**src/rtl/uart_pkg.sv**
```systemverilog
// Shared constants and FSM state types for the buffered UART.
package uart_pkg;

   localparam logic [3:0] AddrData   = 4'h0;
   localparam logic [3:0] AddrStatus = 4'h4;
   localparam logic [3:0] AddrCtrl   = 4'h8;
   localparam logic [3:0] AddrLevel  = 4'hC;

   localparam int unsigned StatTxFull    = 0;
   localparam int unsigned StatRxNempty  = 1;
   localparam int unsigned StatTxEmpty   = 2;
   localparam int unsigned StatRxOvr     = 3;
   localparam int unsigned StatFrameErr  = 4;
   localparam int unsigned StatBrkPend   = 5;
   localparam int unsigned StatTxBusy    = 6;
   localparam int unsigned StatTxOvf     = 7;

   localparam int unsigned CtrlRxIrqEn   = 0;
   localparam int unsigned CtrlBrkIrqEn  = 1;
   localparam int unsigned CtrlClrSticky = 4;
   localparam int unsigned CtrlClrBrk    = 7;

   typedef enum logic [1:0] {RxIdle, RxStart, RxData, RxStop} rx_state_e;
   typedef enum logic [1:0] {TxIdle, TxStart, TxData, TxStop} tx_state_e;

endpackage

```
**src/rtl/sync_fifo.sv**
```systemverilog
// Single-clock FIFO with first-word-fall-through read port and occupancy count.
module sync_fifo #(
   parameter int unsigned WIDTH = 8,
   parameter int unsigned DEPTH = 16
) (
   input  logic                     clk,
   input  logic                     rst,
   input  logic                     push,
   input  logic                     pop,
   input  logic [WIDTH-1:0]         wdata,
   output logic [WIDTH-1:0]         rdata,
   output logic                     full,
   output logic                     empty,
   output logic [$clog2(DEPTH):0]   count
);

   localparam int unsigned Aw = $clog2(DEPTH);

   logic [WIDTH-1:0] mem_q [DEPTH];
   logic [Aw-1:0]    wptr_q, rptr_q;
   logic [Aw:0]      count_q, count_d;
   logic             wr_en, rd_en;

   assign full  = (count_q == (Aw+1)'(DEPTH));
   assign empty = (count_q == '0);
   assign count = count_q;
   assign rdata = mem_q[rptr_q];

   // A push at full is still accepted when a pop frees the slot this cycle.
   assign wr_en = push && (!full || pop);
   assign rd_en = pop && !empty;

   always_comb begin
      count_d = count_q;
      unique case ({wr_en, rd_en})
         2'b10:   count_d = count_q + (Aw+1)'(1);
         2'b01:   count_d = count_q - (Aw+1)'(1);
         default: count_d = count_q;
      endcase
   end

   always_ff @(posedge clk or posedge rst) begin
      if (rst) begin
         wptr_q  <= '0;
         rptr_q  <= '0;
         count_q <= '0;
      end else begin
         if (wr_en) wptr_q <= wptr_q + Aw'(1);
         if (rd_en) rptr_q <= rptr_q + Aw'(1);
         count_q <= count_d;
      end
   end

   always_ff @(posedge clk) begin
      if (wr_en) mem_q[wptr_q] <= wdata;
   end

endmodule

```
**src/rtl/uart_fifo.sv**
```systemverilog
// Bus-mapped 8N1 UART with RX/TX FIFOs, break-character detection and level interrupt.
module uart_fifo #(
   parameter int unsigned CLKS_PER_BIT = 868,
   parameter int unsigned RX_DEPTH     = 16,
   parameter int unsigned TX_DEPTH     = 16,
   parameter int unsigned RX_THRESH    = 1,
   parameter logic [7:0]  BRK_CHAR     = 8'h03,
   parameter bit          BRK_EN       = 1'b1
) (
   input  logic        clk,
   input  logic        rst,
   input  logic        cs,
   input  logic [31:0] bus_addr,
   input  logic [31:0] bus_wr_val,
   input  logic [3:0]  bus_bytesel,
   output logic        bus_ack,
   output logic [31:0] bus_data,
   output logic        inter,
   input  logic        intack,
   input  logic        rxd,
   output logic        txd
);
   import uart_pkg::*;

   localparam int unsigned RxAw = $clog2(RX_DEPTH);
   localparam int unsigned TxAw = $clog2(TX_DEPTH);
   localparam int unsigned CntW = $clog2(CLKS_PER_BIT);
   localparam logic [CntW-1:0] CntFull = CntW'(CLKS_PER_BIT - 1);
   localparam logic [CntW-1:0] CntHalf = CntW'(CLKS_PER_BIT / 2 - 1);
   localparam logic [RxAw:0]   RxThresh = (RxAw+1)'(RX_THRESH);

   logic [3:0] addr;
   logic       wr, rd, cs_q;
   logic       unused_bus;

   assign addr       = bus_addr[3:0];
   assign wr         = cs && (bus_bytesel == 4'b0001);
   assign rd         = cs && (bus_bytesel != 4'b0001);
   assign unused_bus = ^{bus_addr[31:4], bus_wr_val[31:8]};

   // FIFOs
   logic            rx_push, rx_pop, rx_full, rx_empty;
   logic [7:0]      rx_rdata;
   logic [RxAw:0]   rx_count;
   logic            tx_push, tx_pop, tx_full, tx_empty;
   logic [7:0]      tx_rdata;
   logic [TxAw:0]   tx_count;

   rx_state_e       rx_state_q, rx_state_d;
   logic [CntW-1:0] rx_cnt_q, rx_cnt_d;
   logic [2:0]      rx_bit_q, rx_bit_d;
   logic [7:0]      rx_shift_q, rx_shift_d;
   logic            rx_s1_q, rx_s2_q, rx_s3_q;
   logic            rx_done, frame_err_set;

   sync_fifo #(.WIDTH(8), .DEPTH(RX_DEPTH)) u_rx_fifo (
      .clk   (clk),
      .rst   (rst),
      .push  (rx_push),
      .pop   (rx_pop),
      .wdata (rx_shift_q),
      .rdata (rx_rdata),
      .full  (rx_full),
      .empty (rx_empty),
      .count (rx_count)
   );

   sync_fifo #(.WIDTH(8), .DEPTH(TX_DEPTH)) u_tx_fifo (
      .clk   (clk),
      .rst   (rst),
      .push  (tx_push),
      .pop   (tx_pop),
      .wdata (bus_wr_val[7:0]),
      .rdata (tx_rdata),
      .full  (tx_full),
      .empty (tx_empty),
      .count (tx_count)
   );

   // Pop only on the leading cycle of a cs run so a held access reads once.
   assign rx_pop  = rd && !cs_q && (addr == AddrData) && !rx_empty;
   assign tx_push = wr && (addr == AddrData);

   // RX path
   always_comb begin
      rx_state_d    = rx_state_q;
      rx_cnt_d      = rx_cnt_q;
      rx_bit_d      = rx_bit_q;
      rx_shift_d    = rx_shift_q;
      rx_done       = 1'b0;
      frame_err_set = 1'b0;
      unique case (rx_state_q)
         RxIdle: begin
            if (rx_s3_q && !rx_s2_q) begin
               rx_state_d = RxStart;
               rx_cnt_d   = '0;
            end
         end
         RxStart: begin
            if (rx_cnt_q == CntHalf) begin
               rx_cnt_d   = '0;
               rx_bit_d   = '0;
               rx_state_d = rx_s2_q ? RxIdle : RxData;
            end else begin
               rx_cnt_d = rx_cnt_q + CntW'(1);
            end
         end
         RxData: begin
            if (rx_cnt_q == CntFull) begin
               rx_cnt_d   = '0;
               rx_shift_d = {rx_s2_q, rx_shift_q[7:1]};
               rx_bit_d   = rx_bit_q + 3'd1;
               if (rx_bit_q == 3'd7) rx_state_d = RxStop;
            end else begin
               rx_cnt_d = rx_cnt_q + CntW'(1);
            end
         end
         RxStop: begin
            if (rx_cnt_q == CntFull) begin
               rx_state_d    = RxIdle;
               rx_done       = rx_s2_q;
               frame_err_set = !rx_s2_q;
            end else begin
               rx_cnt_d = rx_cnt_q + CntW'(1);
            end
         end
         default: rx_state_d = RxIdle;
      endcase
   end

   logic brk_set;
   assign brk_set = rx_done && BRK_EN && (rx_shift_q == BRK_CHAR);
   assign rx_push = rx_done && !brk_set;

   always_ff @(posedge clk or posedge rst) begin
      if (rst) begin
         rx_s1_q    <= 1'b1;
         rx_s2_q    <= 1'b1;
         rx_s3_q    <= 1'b1;
         rx_state_q <= RxIdle;
         rx_cnt_q   <= '0;
         rx_bit_q   <= '0;
         rx_shift_q <= '0;
      end else begin
         rx_s1_q    <= rxd;
         rx_s2_q    <= rx_s1_q;
         rx_s3_q    <= rx_s2_q;
         rx_state_q <= rx_state_d;
         rx_cnt_q   <= rx_cnt_d;
         rx_bit_q   <= rx_bit_d;
         rx_shift_q <= rx_shift_d;
      end
   end

   // TX path
   tx_state_e       tx_state_q, tx_state_d;
   logic [CntW-1:0] tx_cnt_q, tx_cnt_d;
   logic [2:0]      tx_bit_q, tx_bit_d;
   logic [7:0]      tx_shift_q, tx_shift_d;
   logic            txd_q, txd_d;

   always_comb begin
      tx_state_d = tx_state_q;
      tx_cnt_d   = tx_cnt_q;
      tx_bit_d   = tx_bit_q;
      tx_shift_d = tx_shift_q;
      tx_pop     = 1'b0;
      unique case (tx_state_q)
         TxIdle: begin
            if (!tx_empty) begin
               tx_pop     = 1'b1;
               tx_shift_d = tx_rdata;
               tx_cnt_d   = '0;
               tx_state_d = TxStart;
            end
         end
         TxStart: begin
            if (tx_cnt_q == CntFull) begin
               tx_cnt_d   = '0;
               tx_bit_d   = '0;
               tx_state_d = TxData;
            end else begin
               tx_cnt_d = tx_cnt_q + CntW'(1);
            end
         end
         TxData: begin
            if (tx_cnt_q == CntFull) begin
               tx_cnt_d   = '0;
               tx_shift_d = {1'b0, tx_shift_q[7:1]};
               tx_bit_d   = tx_bit_q + 3'd1;
               if (tx_bit_q == 3'd7) tx_state_d = TxStop;
            end else begin
               tx_cnt_d = tx_cnt_q + CntW'(1);
            end
         end
         TxStop: begin
            if (tx_cnt_q == CntFull) begin
               tx_cnt_d = '0;
               // Chain straight into the next start bit when more data waits.
               if (!tx_empty) begin
                  tx_pop     = 1'b1;
                  tx_shift_d = tx_rdata;
                  tx_state_d = TxStart;
               end else begin
                  tx_state_d = TxIdle;
               end
            end else begin
               tx_cnt_d = tx_cnt_q + CntW'(1);
            end
         end
         default: tx_state_d = TxIdle;
      endcase
      unique case (tx_state_d)
         TxStart: txd_d = 1'b0;
         TxData:  txd_d = tx_shift_d[0];
         default: txd_d = 1'b1;
      endcase
   end

   always_ff @(posedge clk or posedge rst) begin
      if (rst) begin
         tx_state_q <= TxIdle;
         tx_cnt_q   <= '0;
         tx_bit_q   <= '0;
         tx_shift_q <= '0;
         txd_q      <= 1'b1;
      end else begin
         tx_state_q <= tx_state_d;
         tx_cnt_q   <= tx_cnt_d;
         tx_bit_q   <= tx_bit_d;
         tx_shift_q <= tx_shift_d;
         txd_q      <= txd_d;
      end
   end

   assign txd = txd_q;

   // Flags, control and interrupt
   logic rx_ovr_q, frame_err_q, tx_ovf_q, brk_pend_q, brk_pend_d;
   logic rx_irq_en_q, brk_irq_en_q, inter_q, inter_d;
   logic ctrl_wr, clr_sticky, brk_clr;

   assign ctrl_wr    = wr && (addr == AddrCtrl);
   assign clr_sticky = ctrl_wr && bus_wr_val[CtrlClrSticky];
   assign brk_clr    = (intack && brk_pend_q) || (ctrl_wr && bus_wr_val[CtrlClrBrk]);
   assign brk_pend_d = brk_set || (brk_pend_q && !brk_clr);
   assign inter_d    = (rx_irq_en_q && (rx_count >= RxThresh)) || (brk_irq_en_q && brk_pend_q);

   always_ff @(posedge clk or posedge rst) begin
      if (rst) begin
         rx_ovr_q     <= 1'b0;
         frame_err_q  <= 1'b0;
         tx_ovf_q     <= 1'b0;
         brk_pend_q   <= 1'b0;
         rx_irq_en_q  <= 1'b0;
         brk_irq_en_q <= 1'b0;
         inter_q      <= 1'b0;
      end else begin
         rx_ovr_q    <= (rx_push && rx_full && !rx_pop) || (rx_ovr_q && !clr_sticky);
         frame_err_q <= frame_err_set || (frame_err_q && !clr_sticky);
         tx_ovf_q    <= (tx_push && tx_full && !tx_pop) || (tx_ovf_q && !clr_sticky);
         brk_pend_q  <= brk_pend_d;
         inter_q     <= inter_d;
         if (ctrl_wr) begin
            rx_irq_en_q  <= bus_wr_val[CtrlRxIrqEn];
            brk_irq_en_q <= bus_wr_val[CtrlBrkIrqEn];
         end
      end
   end

   assign inter = inter_q;

   // Bus read side
   logic [7:0]  status;
   logic [31:0] rd_data;

   always_comb begin
      status               = '0;
      status[StatTxFull]   = tx_full;
      status[StatRxNempty] = !rx_empty;
      status[StatTxEmpty]  = tx_empty;
      status[StatRxOvr]    = rx_ovr_q;
      status[StatFrameErr] = frame_err_q;
      status[StatBrkPend]  = brk_pend_q;
      status[StatTxBusy]   = !tx_empty || (tx_state_q != TxIdle);
      status[StatTxOvf]    = tx_ovf_q;
      rd_data = '0;
      if (rd) begin
         case (addr)
            AddrData:   rd_data = rx_empty ? 32'h0 : {24'h0, rx_rdata};
            AddrStatus: rd_data = {24'h0, status};
            AddrCtrl:   rd_data = {30'h0, brk_irq_en_q, rx_irq_en_q};
            AddrLevel:  rd_data = {16'h0, 8'(tx_count), 8'(rx_count)};
            default:    rd_data = '0;
         endcase
      end
   end

   always_ff @(posedge clk or posedge rst) begin
      if (rst) begin
         cs_q     <= 1'b0;
         bus_ack  <= 1'b0;
         bus_data <= '0;
      end else begin
         cs_q     <= cs;
         bus_ack  <= cs;
         bus_data <= rd_data;
      end
   end

endmodule
```
**config.mk**
```make
export PLATFORM = sky130hd
export DESIGN_NAME = uart_fifo
export DESIGN_NICKNAME = d
export VERILOG_FILES = /design/src/rtl/uart_pkg.sv /design/src/rtl/sync_fifo.sv /design/src/rtl/uart_fifo.sv
export SDC_FILE = /design/constraint.sdc
export NUM_CORES = 1
export LEC_CHECK = 0
export CAP_MARGIN = 10
export CORE_MARGIN = 4
export CORE_UTILIZATION = 25
export DETAILED_ROUTE_END_ITERATION = 7
export PLACE_DENSITY = 0.52
export SLEW_MARGIN = 30
export SYNTH_ARGS = -nofsm -noshare
export SYNTH_HDL_FRONTEND = slang
export SYNTH_SLANG_ARGS = --single-unit
```
**constraint.sdc**
```tcl
create_clock -name clk -period 10.8 [get_ports clk]
set_clock_uncertainty 0.05 [all_clocks]
set_input_delay 2.7 -clock clk [delete_from_list [all_inputs] [get_ports clk]]
set_output_delay 2.7 -clock clk [all_outputs]
set_load 0.01 [all_outputs]
```
; ---- Word level (Yosys, flattened, before mapping)
; Memory sizes are Yosys's and may differ from the RTL's.
; Index checks and enable logic that the tools add are counted.
[totals]
regBits = 116
latchBits = 0
ram_bits = 256
mem_bits_ro = 0
inputBits = 73
output_inout_bits = 35
word_cells = 192
memories = 2
[op_classes]
addsub = 12
mul = 0
n_div = 0
magnitude_cmp = 1
eq_ne = 35
shift = 0
mux = 49
bitwise = 0
reduce_logical = 65
[memory_table]
columns = name, depth, word_bits, rd, rd_ports_with_merged_regs, write_ports, line_no
row1 = u_rx_fifo.mem_q, 16, 8, 1, 0, 1, sync_fifo.sv:19  ; logic [WIDTH-1:0] mem_q [DEPTH];
row2 = u_tx_fifo.mem_q, 16, 8, 1, 0, 1, sync_fifo.sv:19
[ops]
columns = cell, n
row1 = $mux W10, 6
row2 = $pmux W13 S4, 1
row3 = $pmux W10 S4, 1
row4 = $mux W8, 4
row5 = $logic_and A1 B1 Y1, 27
row6 = $pmux W8 S3, 1
row7 = $mux W2, 11
row8 = $add A10 B1 Y10 const B, 2
row9 = $eq A10 B10 Y1 const B, 2
row10 = $ne A2 B2 Y1 const B, 10
row11 = $pmux W10 S2, 1
row12 = $pmux W5 S2, 2
row13 = $add A4 B1 Y4 const B, 4
row14 = $pmux W2 S4, 2
row15 = $eq A2 B2 Y1 const B, 7
row16 = $mux W13, 1
row17 = $mux W3, 4
row18 = $pmux W3 S2, 2
row19 = $logic_not A1 Y1, 11
row20 = $mux W1, 11
row21 = $add A5 B1 Y5 const B, 2
row22 = $eq A10 B9 Y1 const B, 1
row23 = $eq A2 B1 Y1 const B, 5
row24 = $eq A5 B5 Y1 const B, 2
row25 = 20 further kinds, 42

; ---- Logic depth before layout (Yosys ltp)
[depth]
depth_word = 9
mapped_depth = 16
ltp_nobuf = 14

; ---- By module
; A second synthesis with hierarchy kept.
[hier_totals]
hier_cells = 1030
area_unflattened_um2 = 15399.8
[modules_own_cells]
columns = module, instances, cells_each, area_each_um2, seq_area_each_um2
row1 = sync_fifo, 2, 316, 5730.5, 4169.0
row2 = uart_fifo, 1, 398, 3938.8, 1781.7

; ---- Least setup slack after synthesis
; No wires, ideal clock.
[synth_path]
path_kind = input -> register
from = in bus_bytesel[1]
to = reg u_tx_fifo.count_q[2] (netlist: u_tx_fifo.count[2])
setup_ns = 0.135
t_arrival_ns = 5.230
required_ns = 10.615
setup_slack_ns = 5.385
stages = 14
path_buffers = 2
cell_sequence = nor4b_1 > nand3b_1 > or4_1 > nor2b_1 > buf_2 > inv_1 > ha_1 > clkbuf_1 > xor2_1 > ha_1 > a21oi_1 > xor2_1 > nor2_1 > xor2_1
[synth_via]
elab_chain_cells = 6
elab_cells_between_ends = 8
cone_classes = 3 x eq/ne / 1 x mux / 4 x reduce/logical
[synth_rtl]
columns = item, line_no
row1 = start: declaration, uart_fifo.sv:15  ; input logic [3:0] bus_bytesel,
row2 = $eq A4 B1 Y1 (*), uart_fifo.sv:37  ; assign wr = cs && (bus_bytesel == 4'b0001);
row3 = $logic_and A1 B1 Y1 (*), uart_fifo.sv:37
row4 = $logic_and A1 B1 Y1 (*), uart_fifo.sv:82  ; assign tx_push = wr && (addr == AddrData);
row5 = $logic_and A1 B1 Y1 (*), sync_fifo.sv:30  ; assign wr_en = push && (!full || pop);
row6 = $eq A2 B1 Y1 or $eq A2 B2 Y1 (tied branches), sync_fifo.sv:35  ; unique case ({wr_en, rd_en})
row7 = $pmux W5 S2 or $reduce_bool A2 Y1 (tied branches), --
row8 = end signal: assignment, sync_fifo.sv:50  ; count_q <= count_d;
row9 = end: declaration, sync_fifo.sv:21  ; logic [Aw:0] count_q, count_d;
; Every way passes the cells marked *; elsewhere a longest branch is shown, timed or not.
; A chain may end at the register's enable or synchronous reset.

; ---- Worst setup path after layout
; Ends and elaborated chain as after synthesis.

==> impl_metrics.json <==
{
  "final.setup.tns_ps": 0,
  "crit_path_end_kind": "register",
  "grt.total_usage_pct": 10.3,
  "status": "completed",
  "syn_area_mm2": 0.0151,
  "clk_path_buf_depth": 3,
  "relSlewSlack_pct": 43.6,
  "grt_pass1_wl_um": 50800,
  "row_count": 89,
  "critPathLaunchType": "input pin",
  "antenna_found_initial": 1,
  "initial_core_util_pct": 25.4,
  "setup_viol": 0,
  "utilization_pct": 29.5,
  "max_freq_ghz": 0.171,
  "io_pins": 108,
  "grt-ovfl-total": 0,
  "vias": 7925,
  "fin_nets": 1083,
  "wl_per_cell_um": 18.6,
  "clk_latency_ps": 560,
  "cts_made_buffers": 40,
  "die_x_um": 254,
  "startpoint": "bus_bytesel[1]",
  "rsz0062_at_grt": "false",
  "layout_min_cycle_time_ps": 5840,
  "netlist_instances": 934,
  "ys_types": 68,
  "post_cts_resized": 0,
  "drv_slew": 0,
  "min_from": "rx_s1_q",
  "wirelength_um": 33300,
  "crit_path_max_fanout": 22,
  "portBuffers": 36,
  "p_leak_uw": 0.00652,
  "use_met1_pct": 14.3,
  "grt_max_degree": 58,
  "fp.coreArea_mm2": 0.0594,
  "n_fill_cell": 5870,
  "grt.met2_usage_pct": 16.6,
  "required_ps": 11160,
  "ys_seq_area_share_pct": 67.1,
  "crit_type": "in -> reg",
  "postCtsHoldBufs": 0,
  "cap_violations": 0,
  "power_uw": 3520,
  "hold_class": "reg -> reg",
  "whs_ps": 307,
  "place.gp.congestion": 0.744,
  "peakVddDrop_mv": 0.103,
  "cts-htree-levels": 2,
  "root_buffer": "clkbuf_16",
  "cts_tree": "built",
  "synthToLayoutAreaGrowth_pct": 16.1,
  "r2r-start": "u_tx_fifo.count[0]",
  "die_y_um": 254,
  "cts.sink_count": 353,
  "dp.cells": 1711,
  "cts_setup_buffers": 0,
  "yosysWarnings": 0,
  "syn_area_per_cell_um2": 16.2,
  "dr.pass1.iters": 4,
  "clkTransAtPathRegs_ps": 60,
  "synthFlopType": "edfxtp_1",
  "drc_errors": 0,
  "crit_arrival_ps": 6210,
  "grt_util_met3_pct": 1.95,
  "grt_pass1_vias": 8161,
  "die-area_mm2": 0.0643,
  "ant_nets": 0,
  "finalNonFillerCells": 1786,
  "synthArstFlopShare_pct": 27.5,
  "worstMarginPinSlew_ps": 834,
  "grt_most_used_layer": "met2",
  "period_share_pct": 54.1,
  "finalHoldViolations": 0,
  "via_per_inst": 4.44,
  "hpwl_um": 21500,
  "drive_gt1_share_pct": 17.6,
  "synth_enable_flop_cells": 256,
  "drt_iter0_drc": 568,
  "power_density_mw_per_mm2": 201,
  "ys_ff_latch": 353
}
-- stage by stage --
stage	setup slack [ps]	instance area, µm²
floorplan	5380	15200
global placement	4350	16200
detailed placement	4370	16200
CTS	4930	17500
global route	4620	17500
finish	4960	17500
-- flip-flops by register name, indices dropped and copies added (netlist names), 2 cells and up, named ones only --
name	count
u_rx_fifo.mem_q	128
u_tx_fifo.mem_q	128
bus_data	13
rx_cnt_q	10
tx_cnt_q	10
rx_shift_q	8
tx_shift_q	8
u_rx_fifo.count	5
u_tx_fifo.count	5
u_rx_fifo.rptr_q	4
u_rx_fifo.wptr_q	4
u_tx_fifo.rptr_q	4
u_tx_fifo.wptr_q	4
rx_bit_q	3
tx_bit_q	3
tx_state_q	2
-- cells by family after synthesis --
group | count (synthesis) | share of synthesized area [%]
adders and majority gates | 30 | 2.49
AOI/OAI and AO/OA | 107 | 4.85
xor gates and xnor gates | 25 | 1.45
DFF | 353 | 67.1
buffers and inverters | 73 | 2.58
and+or+nand+nor | 250 | 8.78
muxes | 95 | 12.8
other | 1 | 0.0249
-- layout by cell type, fill, tap and decap left out, types with 11 or more instances in the layout --
cell	netlist	final
xnor2_1	11	11
o21ai_0	29	29
nand3_1	14	14
clkbuf_16	0	40
nor2b_1	13	13
dfrtp_1	93	90
xor2_1	14	14
conb_1	1	19
inv_1	17	16
ha_1	30	30
nor2_1	49	49
a21oi_1	15	15
and3_1	32	32
mux4_2	77	77
and2_1	20	20
edfxtp_1	256	256
clkdlybuf4s50_1	0	36
nand2_1	74	74
a22o_1	11	11
-- Yosys cell counts, types with 4 or more instances --
cell        n  area [µm²]
xnor2_1    11        96.3
dfrtp_1    93        2330
and3_1     32         200
nor2_1     49         184
mux4_2     77        1730
buf_2      10        50.1
nand2b_1    5        31.3
a31oi_1     6        37.5
o21ai_0    29         145
a21oi_1    15        75.1
nand2_1    74         278
ha_1       30         375
dfstp_2     4         105
edfxtp_1  256        7690
a211oi_1    4        30.0
nand4_1     4        25.0
and2_1     20         125
clkbuf_1   17        63.8
mux2i_1    10         100
a22oi_1    10        75.1
inv_1      17        63.8
o31ai_1     7        52.6
buf_4      23         173
mux2_2      8        90.1
nand3_1    14        70.1
nor2b_1    13        81.3
nor3_1      6        30.0
a22o_1     11        96.3
xor2_1     14         123
nand3b_1    4        30.0
-- area by class of cell --
class | count | area (µm²) | share of cell area (%)
timing repair buffer | 42 | 405 | 2.31
clock inverter | 22 | 210 | 1.20
tap | 773 | 967 | 5.52
antenna | 1 | 2.50 | 0.0143
inverter | 17 | 66.3 | 0.379
clock buffer | 52 | 1090 | 6.20
multi-input combinational | 526 | 4650 | 26.6
sequential | 353 | 10100 | 57.8
-- critical path, cell delays in order --
cell	delay (ps)
clkdlybuf4s50_1	390
nor4b_1	740
nand3b_1	190
or4_1	470
nor2b_1	130
buf_4	240
inv_1	90
ha_1	300
xor2_1	190
ha_1	230
a21oi_1	160
xor2_1	170
nor2_1	70
xor2_1	140
-- final timing paths --
| path | end | slack [ps] | cells after the start |
|---|---|---|---|
| setup / recovery | u_tx_fifo.count[2] | 4960 | 14 |
| hold / removal | rx_s2_q | 310 | 0 |
| setup reg to reg | u_tx_fifo.count[4] | 7280 | 14 |
| hold reg to reg | rx_s2_q | 310 | 0 |
| max in group asynchronous | u_tx_fifo.rptr_q[2] | 6940 | 3 |
| min in group asynchronous | bus_data[1] | 2540 | 2 |
-- power breakdown --
group / leakage, µW / internal [µW] / total (µW) / switching (µW)
registers: 0.00391 / 1500 / 1630 / 129
logic: 0.00198 / 289 / 558 / 268
clock network: 0.000629 / 768 / 1330 / 558
-- per-layer routing --
layer / wire length (µm) / vias to the layer above
met5: 0 / -
met4: 753 / 0
met3: 1580 / 52
met2: 15800 / 127
met1: 15100 / 4078
li1: - / 3668
Note: power is estimated with default switching activity, not from simulation.
